<file path="src/rtl/uart_bus_pkg.sv">
// Shared definitions for the serial-to-bus bridge.
// Holds the bridge state encoding, the command/response byte values
// and the bus byte-enable pattern used during a strobe.
package uart_bus_pkg;

    typedef enum logic [2:0] {
        IDLE,
        ADDR,
        DATA,
        BUS,
        RDWAIT,
        RESP
    } state_e;

    localparam logic [7:0] CMD_WRITE     = 8'h57;
    localparam logic [7:0] CMD_READ      = 8'h52;
    localparam logic [7:0] RSP_ACK       = 8'h4B;
    localparam logic [3:0] BUS_SIZE_WORD = 4'b1111;

    // True for the two bytes that may open a frame.
    function automatic logic is_command(input logic [7:0] b);
        return (b == CMD_WRITE) || (b == CMD_READ);
    endfunction

endpackage

</file>
<file path="src/rtl/uart.sv">
// 8N1 UART core with valid/ready byte interfaces on both directions.
// Ports:
//   clk, rst            clock, asynchronous active-high reset
//   serial_rx/serial_tx serial lines (tx idles high)
//   data_in*            byte to transmit, taken when valid & ready
//   data_out*           received byte, held until valid & ready
// A received byte is held in a one-entry buffer; a byte that completes
// while the buffer is still occupied is discarded.
module uart #(
    parameter int CLOCK_FREQ = 125_000_000,
    parameter int BAUD_RATE  = 115_200
) (
    input  logic       clk,
    input  logic       rst,
    input  logic       serial_rx,
    output logic       serial_tx,
    input  logic [7:0] data_in,
    input  logic       data_in_valid,
    output logic       data_in_ready,
    output logic [7:0] data_out,
    output logic       data_out_valid,
    input  logic       data_out_ready
);

    localparam int CPB    = CLOCK_FREQ / BAUD_RATE;
    localparam int CW     = (CPB > 2) ? $clog2(CPB) : 1;
    // The two-flop synchroniser adds latency; shorten the first wait so
    // samples land near the middle of each bit.
    localparam int HALF_I = (CPB / 2 > 2) ? CPB / 2 - 2 : 0;
    localparam logic [CW-1:0] BIT_LAST = CW'(CPB - 1);
    localparam logic [CW-1:0] HALF     = CW'(HALF_I);

    logic [1:0]    rx_sync_q;
    logic          rx_busy_q;
    logic [CW-1:0] rx_cnt_q;
    logic [3:0]    rx_bit_q;
    logic [7:0]    rx_shift_q;
    logic [7:0]    out_data_q;
    logic          out_valid_q;

    logic [9:0]    tx_shift_q;
    logic [CW-1:0] tx_cnt_q;
    logic [3:0]    tx_left_q;

    assign data_out       = out_data_q;
    assign data_out_valid = out_valid_q;
    assign data_in_ready  = (tx_left_q == 4'd0);
    assign serial_tx      = tx_shift_q[0];

    always_ff @(posedge clk or posedge rst) begin
        if (rst) begin
            rx_sync_q   <= 2'b11;
            rx_busy_q   <= 1'b0;
            rx_cnt_q    <= '0;
            rx_bit_q    <= 4'd0;
            rx_shift_q  <= 8'h00;
            out_data_q  <= 8'h00;
            out_valid_q <= 1'b0;
        end else begin
            rx_sync_q <= {rx_sync_q[0], serial_rx};
            if (out_valid_q && data_out_ready) begin
                out_valid_q <= 1'b0;
            end
            if (!rx_busy_q) begin
                if (!rx_sync_q[1]) begin
                    rx_busy_q <= 1'b1;
                    rx_cnt_q  <= HALF;
                    rx_bit_q  <= 4'd0;
                end
            end else if (rx_cnt_q != '0) begin
                rx_cnt_q <= rx_cnt_q - 1'b1;
            end else begin
                rx_cnt_q <= BIT_LAST;
                if (rx_bit_q == 4'd0) begin
                    // Line back high at mid start bit: glitch, not a byte.
                    if (rx_sync_q[1]) rx_busy_q <= 1'b0;
                    else              rx_bit_q  <= 4'd1;
                end else if (rx_bit_q != 4'd9) begin
                    rx_shift_q <= {rx_sync_q[1], rx_shift_q[7:1]};
                    rx_bit_q   <= rx_bit_q + 4'd1;
                end else begin
                    rx_busy_q <= 1'b0;
                    if (rx_sync_q[1] && (!out_valid_q || data_out_ready)) begin
                        out_data_q  <= rx_shift_q;
                        out_valid_q <= 1'b1;
                    end
                end
            end
        end
    end

    always_ff @(posedge clk or posedge rst) begin
        if (rst) begin
            tx_shift_q <= '1;
            tx_cnt_q   <= '0;
            tx_left_q  <= 4'd0;
        end else if (tx_left_q == 4'd0) begin
            if (data_in_valid) begin
                tx_shift_q <= {1'b1, data_in, 1'b0};
                tx_left_q  <= 4'd10;
                tx_cnt_q   <= BIT_LAST;
            end
        end else if (tx_cnt_q != '0) begin
            tx_cnt_q <= tx_cnt_q - 1'b1;
        end else begin
            tx_shift_q <= {1'b1, tx_shift_q[9:1]};
            tx_left_q  <= tx_left_q - 4'd1;
            tx_cnt_q   <= BIT_LAST;
        end
    end

endmodule

</file>
<file path="src/rtl/uart_bus_master.sv">
// Serial-to-bus bridge: parses write (57 addr[4] data[4]) and read
// (52 addr[4]) frames from the UART, issues one 32-bit bus strobe per
// frame and returns 4B (write) or the four read-data bytes (read).
// Ports:
//   i_clk, i_rst_n   clock, asynchronous active-low reset
//   i_serial_rx      serial in;  o_serial_tx serial out (idle high)
//   o_bus_*          address, write/read strobes, byte enables, write data
//   i_bus_din        read data, valid the cycle after o_bus_read
//   o_busy           high whenever a frame is being handled
module uart_bus_master
    import uart_bus_pkg::*;
#(
    parameter int CLOCK_FREQ     = 125_000_000,
    parameter int BAUD_RATE      = 115_200,
    parameter int TIMEOUT_CYCLES = 1_250_000
) (
    input  logic        i_clk,
    input  logic        i_rst_n,
    input  logic        i_serial_rx,
    output logic        o_serial_tx,
    output logic [31:0] o_bus_addr,
    output logic        o_bus_write,
    output logic        o_bus_read,
    output logic [3:0]  o_bus_size,
    output logic [31:0] o_bus_dout,
    input  logic [31:0] i_bus_din,
    output logic        o_busy
);

    localparam int TW = $clog2(TIMEOUT_CYCLES);
    localparam logic [TW-1:0] TO_LAST = TW'(TIMEOUT_CYCLES - 1);
    localparam logic [TW-1:0] TO_MAX  = '1;

    state_e        state_q, state_d;
    logic [31:0]   addr_q, addr_d;
    logic [31:0]   data_q, data_d;
    logic [31:0]   resp_q, resp_d;
    logic [1:0]    cnt_q, cnt_d;
    logic [TW-1:0] to_q, to_d;
    logic          is_write_q, is_write_d;

    logic [7:0] rx_data;
    logic       rx_valid, rx_ready, rx_fire;
    logic       tx_ready, tx_valid, tx_fire;

    // Bytes arriving while a transaction or response is in flight stay
    // in the UART until the FSM is back to collecting a frame.
    assign rx_ready = (state_q == IDLE) || (state_q == ADDR) || (state_q == DATA);
    assign rx_fire  = rx_valid && rx_ready;
    assign tx_valid = (state_q == RESP);
    assign tx_fire  = tx_valid && tx_ready;

    uart #(
        .CLOCK_FREQ(CLOCK_FREQ),
        .BAUD_RATE (BAUD_RATE)
    ) host_uart (
        .clk           (i_clk),
        .rst           (!i_rst_n),
        .serial_rx     (i_serial_rx),
        .serial_tx     (o_serial_tx),
        .data_in       (resp_q[31:24]),
        .data_in_valid (tx_valid),
        .data_in_ready (tx_ready),
        .data_out      (rx_data),
        .data_out_valid(rx_valid),
        .data_out_ready(rx_ready)
    );

    always_ff @(posedge i_clk or negedge i_rst_n) begin
        if (!i_rst_n) begin
            state_q    <= IDLE;
            addr_q     <= 32'h0;
            data_q     <= 32'h0;
            resp_q     <= 32'h0;
            cnt_q      <= 2'd0;
            to_q       <= '0;
            is_write_q <= 1'b0;
        end else begin
            state_q    <= state_d;
            addr_q     <= addr_d;
            data_q     <= data_d;
            resp_q     <= resp_d;
            cnt_q      <= cnt_d;
            to_q       <= to_d;
            is_write_q <= is_write_d;
        end
    end

    always_comb begin
        state_d    = state_q;
        addr_d     = addr_q;
        data_d     = data_q;
        resp_d     = resp_q;
        cnt_d      = cnt_q;
        to_d       = to_q;
        is_write_d = is_write_q;
        case (state_q)
            IDLE: begin
                to_d = '0;
                if (rx_fire && is_command(rx_data)) begin
                    is_write_d = (rx_data == CMD_WRITE);
                    cnt_d      = 2'd0;
                    state_d    = ADDR;
                end
            end
            ADDR, DATA: begin
                // An accepted byte wins over a timeout in the same cycle.
                if (rx_fire) begin
                    to_d  = '0;
                    cnt_d = cnt_q + 2'd1;
                    if (state_q == ADDR) addr_d = {addr_q[23:0], rx_data};
                    else                 data_d = {data_q[23:0], rx_data};
                    if (cnt_q == 2'd3) begin
                        state_d = (state_q == ADDR && is_write_q) ? DATA : BUS;
                    end
                end else if (to_q == TO_LAST) begin
                    to_d    = '0;
                    state_d = IDLE;
                end else if (to_q != TO_MAX) begin
                    to_d = to_q + 1'b1;
                end
            end
            BUS: begin
                if (is_write_q) begin
                    resp_d  = {RSP_ACK, 24'h0};
                    cnt_d   = 2'd0;
                    state_d = RESP;
                end else begin
                    state_d = RDWAIT;
                end
            end
            RDWAIT: begin
                resp_d  = i_bus_din;
                cnt_d   = 2'd3;
                state_d = RESP;
            end
            RESP: begin
                // cnt_q holds the number of response bytes left minus one.
                if (tx_fire) begin
                    resp_d = {resp_q[23:0], 8'h00};
                    cnt_d  = cnt_q - 2'd1;
                    if (cnt_q == 2'd0) state_d = IDLE;
                end
            end
            default: state_d = IDLE;
        endcase
    end

    assign o_bus_addr  = addr_q;
    assign o_bus_dout  = data_q;
    assign o_bus_write = (state_q == BUS) && is_write_q;
    assign o_bus_read  = (state_q == BUS) && !is_write_q;
    assign o_bus_size  = (state_q == BUS) ? BUS_SIZE_WORD : 4'b0000;
    assign o_busy      = (state_q != IDLE);

endmodule

</file>
<file path="config.mk">
export PLATFORM = sky130hd
export DESIGN_NAME = uart_bus_master
export DESIGN_NICKNAME = d
export VERILOG_FILES = /design/src/rtl/uart_bus_pkg.sv /design/src/rtl/uart.sv /design/src/rtl/uart_bus_master.sv
export SDC_FILE = /design/constraint.sdc
export NUM_CORES = 1
export LEC_CHECK = 0
export BUFFER_PORTS_ARGS = -buffer_cell sky130_fd_sc_hd__clkbuf_2
export CORE_MARGIN = 5
export CORE_UTILIZATION = 40
export CTS_CLUSTER_DIAMETER = 40
export DETAILED_ROUTE_END_ITERATION = 10
export PLACE_DENSITY = 0.64
export SETUP_SLACK_MARGIN = 0.05
export SYNTH_ARGS = -nofsm -noshare
export SYNTH_HDL_FRONTEND = slang
export SYNTH_SLANG_ARGS = --single-unit
export TNS_END_PERCENT = 10
</file>
<file path="constraint.sdc">
create_clock -name i_clk -period 2.7 [get_ports i_clk]
set_input_delay 0.81 -clock i_clk [delete_from_list [all_inputs] [get_ports i_clk]]
set_output_delay 0.81 -clock i_clk [all_outputs]
set_load 0.005 [all_outputs]
</file>
==> qor.yml <==
critical_path:
  start_kind: "register"
  critical_path_class: "register to output port"
  reg2regPathDepth: 5
  critical_path_arrival_ns: 1.76
  cp_max_fo: 9
  worst_r2r_endpoint: "cnt_q[0]"
  crit_start: "state_q[1]"
  worstReg2RegStart: "host_uart.data_out[5]"
  critPathCapture: "o_busy"
  ff2ff_setup_slack_ns: 0.52
  cp-end-kind: "output port"
  worstPathRequired_ns: 1.89
placed_design:
  gp_congestion: 0.819
  place_area_sq_mm: 0.00933
  io_buffers: 106
  dp_slack_ns: 0.551
  hpwlAfterDp_um: 12900
grt:
  antenna_found_initial: 1
  grt_pass1_vias: 6076
  grt_max_degree: 57
  grt_pass1_wl_um: 32100
  grtUsageTotal_pct: 16.2
  overflow: 0
finish:
  nets: 912
  syn2layout_area_growth_pct: 17.7
  drive_above_1_share_pct: 30.8
  fin_area_sq_mm: 0.00996
timing:
  clock_skew_ns: 0.0161
  setup_violations: 0
  hold_viol_final: 0
  drv_slew: 0
  slew_headroom_pct: 50.8
  worstMarginPinSlew_ns: 0.738
  min_period_ns: 2.57
  fin_ws_ns: 0.131
  fmax_mhz: 389
  timing.final.crit_share_pct: 95.2
  rsz0062_at_grt: "true"
  setup_tns_ns: 0
logic_synthesis:
  synth_fp_nets: 812
  syn_avg_cell_area_sq_um: 11.0
  yosysTopAreaCell: "dfrtp_1"
  synth-edff-count: 0
  ys_warn_count: 0
  yosys.cell_types.count: 66
  yosys.area.top_type_share_pct: 50.6
  synth_top_flop_cell: "dfrtp_1"
  ys_seq_area_share_pct: 54.0
  synthTopCellsByArea: "dfrtp_1 51%, mux2_2 11%, nand2_1 3.5%"
  synth-seq-cells: 182
  netlist_instances: 769
  async_flop_share_pct: 100
  syn-cell-area_sq_mm: 0.00846
detailed_routing:
  via_per_inst: 5.40
  post_drt_wl_per_cell_um: 16.4
  wl_um: 18900
  route.detailed.drc: 0
  drt-pass1-iter-count: 6
  vias: 6256
  drtIter0Drc: 431
  postRouteAntennaNets: 0
die:
  die_h_um: 155
  initial_core_util_pct: 40.4
  die_w_um: 155
  ios: 107
  coreArea_sq_mm: 0.0210
  die_area_sq_mm: 0.0242
  num_rows: 53
clocking:
  cts_max_level: 4
  cts_buffers: 17
  root_buffer: "clkbuf_16"
  cts_tree: "built"
  cts_buffer_depth: 2
  cts_sinks: 182
  clk_latency_ns: 0.44
  ctsHoldBuffers: 0
  path_clk_slew_ns: 0.08
  cts_setup_buffers: 0
min_path:
  holdCritPathClass: "primary input to async pin"
power_and_ir_drop:
  ir_worst_vdd_uv: 449
  power_density_mw_per_mm2: 539
  leakagePower_nw: 4.72
run:
  drv_cap: 0
outcome:
  status: "completed"
[how the worst min path moves through the flow]
stage | slack (ns) | endpoint | cells past startpoint
after floorplan | 0.35 | host_uart.rx_sync_q[1] | 0
after global placement | 0.35 | host_uart.rx_sync_q[1] | 0
after detailed placement | 0.35 | host_uart.rx_sync_q[1] | 0
after CTS | 0.31 | resp_q[20] | 1
after global routing | 0.33 | resp_q[20] | 1
final | 0.31 | resp_q[20] | 1
[cell usage after synthesis (4+ instances only)]
cell	n
o211ai_1	6
nand3_1	18
nor4_1	6
ha_1	8
xor2_1	4
mux2i_1	8
xnor2_1	6
nand4_1	10
buf_2	14
o31ai_1	7
dfstp_2	11
nor2_1	37
a31oi_1	14
or3_1	9
a21oi_1	37
buf_4	4
dfrtp_1	171
a22oi_1	20
clkbuf_1	23
mux2_2	81
a22o_1	11
nand2_1	80
or4_1	6
a21o_1	8
o21a_1	4
o21ai_0	51
and3_1	7
nor3_1	19
nor2b_1	7
a2111oi_0	4
nand2b_1	5
inv_1	19
[metrics by stage]
step | hold WS [ns] | utilization [%] | total power [mW] | std cells
2_1_floorplan | 0.345 | - | 2.79 | 769
3_3_place_gp | 0.347 | 44.5 | 2.89 | 1125
3_5_place_dp | 0.351 | 44.5 | 2.89 | 1125
4_1_cts | 0.306 | 47.5 | 5.45 | 1157
5_1_grt | 0.326 | 47.5 | 5.56 | 1158
6_report | 0.307 | 47.5 | 5.37 | 1158
[layer usage]
layer | global-route usage, % | share of wire, %
met5 | 0 | 0
met4 | 4.71 | 1.4
met3 | 3.70 | 3.3
met2 | 25.5 | 49
met1 | 22.5 | 46
[cells in the final DEF (no fill, tap or decap), types with 4 or more instances in the layout]
| cell type | instances |
|---|---|
| ha_1 | 8 |
| o21a_1 | 4 |
| clkinv_8 | 7 |
| nand4_1 | 10 |
| o211ai_1 | 6 |
| mux2_2 | 81 |
| nand2b_1 | 5 |
| dfrtp_1 | 171 |
| or3_1 | 9 |
| nor2b_1 | 7 |
| a22o_1 | 11 |
| buf_4 | 16 |
| xor2_1 | 4 |
| inv_1 | 19 |
| inv_8 | 4 |
| nand3_1 | 18 |
| clkbuf_16 | 17 |
| nor2_2 | 4 |
| nand2_1 | 80 |
| a2111oi_0 | 4 |
| a21oi_1 | 37 |
| nor3_1 | 19 |
| and3_1 | 7 |
| a22oi_1 | 20 |
| a21o_1 | 8 |
| or4_1 | 6 |
| clkbuf_2 | 105 |
| o31ai_1 | 7 |
| nor4_1 | 6 |
| dfstp_2 | 11 |
| xnor2_1 | 6 |
| nor2_1 | 35 |
| mux2i_1 | 8 |
| o21ai_0 | 51 |
| a31oi_1 | 14 |
[what timing repair did]
item | 4_1_cts | 5_1_grt
setup endpoints to repair | 0 | 2
endpoints found under the hold margin | 0 | 0
resized for setup | 0 | 1
[critical path, stage by stage (launching register included)]
cell	delay [ns]
dfrtp_1	0.47
buf_4	0.21
nor3_1	0.43
inv_1	0.08
clkbuf_2	0.15
[area by class of cell]
| class | count | area (sq um) |
|---|---|---|
| diodes | 1 | 2.50 |
| clock buffers | 17 | 425 |
| clock inverters | 15 | 198 |
| fillers | 1927 | 11000 |
| inverters | 19 | 71.3 |
| multi-input cells | 524 | 3630 |
| flip-flops and latches | 182 | 4570 |
| well taps | 275 | 344 |
| repair buffers | 125 | 719 |
[cell families (layout without fill, tap and decap cells)]
family | after synthesis | after routing | share of synthesized area [%]
AO/OA/AOI/OAI | 186 | 186 | 14.4
adder cells (fa/ha/maj) | 8 | 8 | 1.18
AND/OR/NAND/NOR | 231 | 231 | 14.4
buffers and inverters | 63 | 176 | 3.27
XOR/XNOR | 10 | 10 | 1.04
flip-flops | 182 | 182 | 54.0
multiplexers | 89 | 89 | 11.7
other | 0 | 1 | 0
[registers in the layout, indices dropped and copies added, names as in the netlist, 3 cells and up]
signal                flops
o_bus_addr               32
o_bus_dout               32
resp_q                   32
to_q                     21
host_uart.rx_cnt_q       11
host_uart.tx_cnt_q       11
host_uart.tx_shift_q      9
host_uart.data_out        8
host_uart.rx_shift_q      8
host_uart.rx_bit_q        4
host_uart.tx_left_q       4
state_q                   3
[report_power, final]
group / switching (mW) / total (mW) / internal [mW]
clock: 1.27 / 2.54 / 1.27
combinational: 0.0663 / 0.0963 / 0.0300
sequential: 0.00424 / 2.73 / 2.73
total: 1.34 / 5.37 / 4.03
Note: power is estimated with default switching activity, not from simulation.
